--- src/rtl/scroll_addr_gen.sv ---
// Framebuffer address generator with 2-D wrap-around scroll.
// Maps VGA scan coordinates to a downscaled image address.
module scroll_addr_gen #(
  parameter int unsigned IMG_W       = 320,
  parameter int unsigned IMG_H       = 240,
  parameter int unsigned SCALE_SHIFT = 1,
  parameter int unsigned ADDR_W      = 17,
  parameter int unsigned FRAME_DIV   = 1
) (
  input  logic              clk,
  input  logic              rst,
  input  logic [9:0]        h_cnt,
  input  logic [9:0]        v_cnt,
  input  logic              frame_tick,
  input  logic              toggle_pulse,
  input  logic              clr_pulse,
  input  logic [1:0]        dir,
  input  logic [3:0]        step,
  output logic [ADDR_W-1:0] pixel_addr,
  output logic              running,
  output logic [8:0]        x_off,
  output logic [8:0]        y_off
);

  localparam int unsigned DIV_W =
    (FRAME_DIV > 1) ? $clog2(FRAME_DIV) : 1;
  localparam logic [DIV_W-1:0] DIV_MAX = DIV_W'(FRAME_DIV - 1);
  localparam logic [9:0]  W10 = 10'(IMG_W);
  localparam logic [9:0]  H10 = 10'(IMG_H);
  localparam logic [10:0] W11 = 11'(IMG_W);
  localparam logic [10:0] H11 = 11'(IMG_H);

  typedef enum logic {PAUSE = 1'b0, RUN = 1'b1} state_t;

  state_t            state_q, state_d;
  logic [DIV_W-1:0]  div_q, div_d;
  logic [8:0]        x_q, x_d, y_q, y_d;
  logic [ADDR_W-1:0] addr_q, addr_d;
  logic              step_evt;
  logic [9:0]        step10, xs, ys;
  logic [9:0]        sx, sy;
  logic [10:0]       px, py;

  assign step10 = {6'd0, step};

  // Run/pause FSM, divider and scroll offset next-state logic.
  always_comb begin
    state_d  = state_q;
    div_d    = div_q;
    x_d      = x_q;
    y_d      = y_q;
    step_evt = 1'b0;
    xs       = {1'b0, x_q};
    ys       = {1'b0, y_q};
    if (toggle_pulse) begin
      state_d = (state_q == RUN) ? PAUSE : RUN;
    end
    if (clr_pulse) begin
      div_d = '0;
      x_d   = '0;
      y_d   = '0;
    end else if (state_q == RUN && frame_tick) begin
      if (div_q == DIV_MAX) begin
        div_d    = '0;
        step_evt = 1'b1;
      end else begin
        div_d = div_q + 1'b1;
      end
    end
    if (step_evt) begin
      unique case (dir)
        2'd0: begin
          ys = {1'b0, y_q} + step10;
          if (ys >= H10) ys = ys - H10;
          y_d = ys[8:0];
        end
        2'd1: begin
          if ({1'b0, y_q} >= step10) ys = {1'b0, y_q} - step10;
          else ys = {1'b0, y_q} + H10 - step10;
          y_d = ys[8:0];
        end
        2'd2: begin
          xs = {1'b0, x_q} + step10;
          if (xs >= W10) xs = xs - W10;
          x_d = xs[8:0];
        end
        default: begin
          if ({1'b0, x_q} >= step10) xs = {1'b0, x_q} - step10;
          else xs = {1'b0, x_q} + W10 - step10;
          x_d = xs[8:0];
        end
      endcase
    end
  end

  // Downscale scan position, add scroll offset with wrap, linearise.
  always_comb begin
    sx = h_cnt >> SCALE_SHIFT;
    sy = v_cnt >> SCALE_SHIFT;
    px = {1'b0, sx} + {2'b0, x_q};
    py = {1'b0, sy} + {2'b0, y_q};
    if (px >= W11) px = px - W11;
    if (py >= H11) py = py - H11;
    if (sx < W10 && sy < H10) begin
      addr_d = ADDR_W'(py) * ADDR_W'(IMG_W) + ADDR_W'(px);
    end else begin
      addr_d = '0;
    end
  end

  // State, divider, offset and address registers.
  always_ff @(posedge clk or posedge rst) begin
    if (rst) begin
      state_q <= PAUSE;
      div_q   <= '0;
      x_q     <= '0;
      y_q     <= '0;
      addr_q  <= '0;
    end else begin
      state_q <= state_d;
      div_q   <= div_d;
      x_q     <= x_d;
      y_q     <= y_d;
      addr_q  <= addr_d;
    end
  end

  assign pixel_addr = addr_q;
  assign running    = (state_q == RUN);
  assign x_off      = x_q;
  assign y_off      = y_q;

endmodule

--- config.mk ---
export PLATFORM = sky130hd
export DESIGN_NAME = scroll_addr_gen
export DESIGN_NICKNAME = d
export VERILOG_FILES = /design/src/rtl/scroll_addr_gen.sv
export SDC_FILE = /design/constraint.sdc
export NUM_CORES = 1
export LEC_CHECK = 0
export CAP_MARGIN = 0
export CORE_ASPECT_RATIO = 0.8
export CORE_UTILIZATION = 30
export DETAILED_ROUTE_END_ITERATION = 8
export GPL_TIMING_DRIVEN = 0
export PLACE_DENSITY = 0.59
export SYNTH_ARGS = -nofsm -noshare
export SYNTH_HDL_FRONTEND = slang
export SYNTH_SLANG_ARGS = --single-unit
--- constraint.sdc ---
create_clock -name clk -period 6.39 [get_ports clk]
set_input_delay 1.278 -clock clk [delete_from_list [all_inputs] [get_ports clk]]
set_output_delay 1.278 -clock clk [all_outputs]
set_load 0.05 [all_outputs]
==> metrics.md <==
| Metric | Value |
|---|---|
| P per Cell Area | `just under 400 mW/mm^2` |
| Max Cap Viol | `0` |
| Wire per inst | `14.22 um` |
| Vias in the first global route | `4,637` |
| Mapped Nets | `786` |
| Post-route ant nets | `0` |
| Global route overflow | `0` |
| Area growth, synth to finish | `23.04%` |
| Post-Syn Area | `0.005318 sq mm` |
| Leakage power | `2.773 nW` |
| H-tree depth | `2` |
| End of the critical path | `pixel_addr[16]` |
| Most common cell after layout, fill and taps aside | `ha_1` |
| Largest net degree at the start of global routing | `22` |
| Reg2reg start | `y_off[4]` |
| Yosys reg bits | `36` |
| Count of cell types in the netlist | `72` |
| Critical path startpoint category | `primary input` |
| Setup TNS | `0 ns` |
| Metal2 WL | `5751 um` |
| CTS Buf Count | `5` |
| Die width | `150.9 um` |
| Setup CP Type | `primary input to flop` |
| Top Layer Used | `met4` |
| Period utilization | `95.35%` |
| Cells after Synth | `663` |
| Hold WC Path Type | `flop to flop` |
| DP HPWL | `between 10,000 and 15,000 um` |
| Async SR Flop Fraction | `100.0%` |
| Hold Fails Final Rpt | `0` |
| Post-DR vias/cell | `4.972` |
| Relative slew slack | `55.16%` |
| Worst skew pair latency | `0.28 ns` |
| Clk_skew | `0.002915 ns` |
| Number of synthesized flops with an enable pin | `0` |
| Predominant post-synthesis flop cell | `dfrtp_1` |
| Initial core utilization | `a little over 30%` |
| Final WL | `13,720 um` |
| Gp weighted congestion | `0.8351` |
| Seq/Total Area, Yosys | `16.94%` |
| Vias | `~4,800` |
| Antenna violations before repair | `0` |
| Met3 wire len | `570 um` |
| Arrival @ worst endpoint | `6.25 ns` |
| Clk pin slew, worst setup/hold paths | `0.05 ns` |
| CP startpoint | `v_cnt[1]` |
| R2r worst-path depth | `20` |
| Die Y | `121.1 um` |
| CTS tree | `done` |
| Required @ worst endpoint | `6.54 ns` |
| Maximum vdd drop | `247.3 uV` |
| Number of top-level pins | `between 60 and 70` |
| Slew Viols, Final | `0` |
| Fmax | `0.1641 GHz` |
| Clk root buf | `clkbuf_16` |
| Crit-path max FO | `4` |
| Clock sink count | `36` |
| Wire length of the first global-routing pass | `22,800 um` |
| Die area | `0.01826 sq mm` |
| 1st-iter DRT viols | `304` |
| Reg2reg end | `pixel_addr[16]` |
| Metal-1 WL | `7295 um` |
| Nets@finish | `862` |
| CTS Buffer Depth | `2` |
| Tot Pwr | `0.002550 W` |
| Final setup viols | `0` |
| Worst-Margin Slew | `0.6719 ns` |
| IO buf count | `63` |
| Share of cells above drive strength 1 | `under 10%` |
| Outcome | `finished, final reports clean` |
| ANT cells | `0` |
| Global Route Usage Sum | `15.69%` |
| Std-Cell Rows | `between 40 and 50` |
| Ys Warns | `0` |
| Most frequent cells in the layout | `ha_1, nor2_1, clkdlybuf4s50_1` |
| Core ar. | `0.01732 sq mm` |
| Fin crit period | `6.093 ns` |
| R2R Setup Slk | `1.18 ns` |
| First-pass iteration count of the detailed router | `4` |
| DRC Markers | `0` |
| Syn avg cell area | `8.021 sq um` |
| Worst setup EP type | `flop` |
==> kinds of logic (layout without fill, tap and decap cells) <==
family / after synthesis / after routing / synth area share (%)
muxes: 10 / 10 / 2.047
and+or+nand+nor: 217 / 217 / 20.64
AOI/OAI and AO/OA: 187 / 187 / 23.84
buffers and inverters: 75 / 152 / 5.341
DFF: 36 / 36 / 16.94
adders and majority gates: 92 / 92 / 23.62
xor gates and xnor gates: 46 / 46 / 7.576
==> worst max-delay path: stages <==
cell and delay (ns):
clkdlybuf4s50_1 0.46, ha_1 0.23, inv_1 0.07, fa_1 0.22
nor2b_2 0.06, o31a_1 0.33, buf_4 0.15, a21oi_2 0.16
ha_2 0.25, nand3_4 0.09, or4_4 0.58, nand3_4 0.12
mux2_4 0.31, ha_1 0.28, ha_2 0.32, a211oi_2 0.27
o31ai_1 0.11, a21oi_1 0.18, xor2_1 0.12, nor4_2 0.32
xnor2_1 0.17, xnor2_1 0.13, nor2_1 0.05
==> flip-flops by register name (all words and copies together), names as in the netlist <==
signal and count:
running 1, pixel_addr 17, y_off 9, x_off 9
==> area by class of cell <==
cell class,count,area (sq um)
flip-flops and latches,36,900.9
clock buffers,7,152.6
plain buffers,19,73.82
multi-input cells,552,4198
clock inverters,1,30.03
fillers,1808,10780
inverters,56,210.2
repair buffers,69,695.7
well taps,225,281.5
==> worst min path at each step <==
stage | start | to | slack, ns | depth (start not counted)
after floorplan | y_off[3] | y_off[3] | 0.80 | 2
after global placement | running | running | 0.57 | 1
after detailed placement | running | running | 0.57 | 1
after CTS | running | running | 0.58 | 1
after global routing | running | running | 0.62 | 1
final | running | running | 0.58 | 1
==> power by group <==
group	internal (W)	total (W)	leakage (nW)	switching (W)
Sequential	0.000276	0.000324	0.486	0.0000483
Combinational	0.000810	0.00193	2.20	0.00112
Clock	0.000205	0.000296	0.0901	0.0000911
==> layer usage <==
layer	up-vias	track usage (%)
met5	-	0
met4	0	2.813
met3	7	1.842
met2	104	24.54
met1	2158	23.14
li1	2529	-
==> stage by stage <==
| step | hold WS (ns) | worst slack (ns) | area (sq um) | instances | util, % |
|---|---|---|---|---|---|
| floorplan | 0.8019 | 0.5839 | 5318 | 663 | - |
| detailed placement | 0.5740 | -0.4019 | 6257 | 952 | 36.12 |
| finish | 0.5792 | 0.2970 | 6543 | 965 | 37.77 |
| global route | 0.6243 | -0.02009 | 6543 | 965 | 37.77 |
| CTS | 0.5849 | 0.03513 | 6459 | 961 | 37.28 |
| global placement | 0.5713 | -0.3871 | 6230 | 951 | 35.96 |
==> cells in the mapped netlist (all sizes together), types with 4 or more instances <==
cell type	n	area share, %
o21a	13	1.8
o21bai	10	1.4
o21ai	41	3.9
a211oi	9	1.3
or2	6	0.71
mux2	4	0.92
o211ai	10	1.4
a21oi	43	4.1
nand2	44	3.1
o31ai	4	0.56
dfrtp	36	17
nand2b	8	0.94
and3	5	0.59
nand4	4	0.47
clkbuf	16	1.1
and2	10	1.2
nand3	19	2.3
nor2	64	4.5
or3	4	0.47
nor3	19	1.8
ha	78	18
o31a	4	0.66
nor2b	17	2.0
xor2	11	1.8
fa	14	5.3
inv	55	3.9
xnor2	35	5.8
a31oi	9	1.3
mux2i	6	1.1
a21o	12	1.7
==> repair_timing <==
action | 4_1_cts | 5_1_grt
resized for setup | 3 | 11
pin swaps | 1 | 6
endpoints found under the setup margin | 1 | 2
setup buffers | 1 | 4
hold buffers | 0 | 0
No activity file was read; power rests on OpenSTA's default activity.
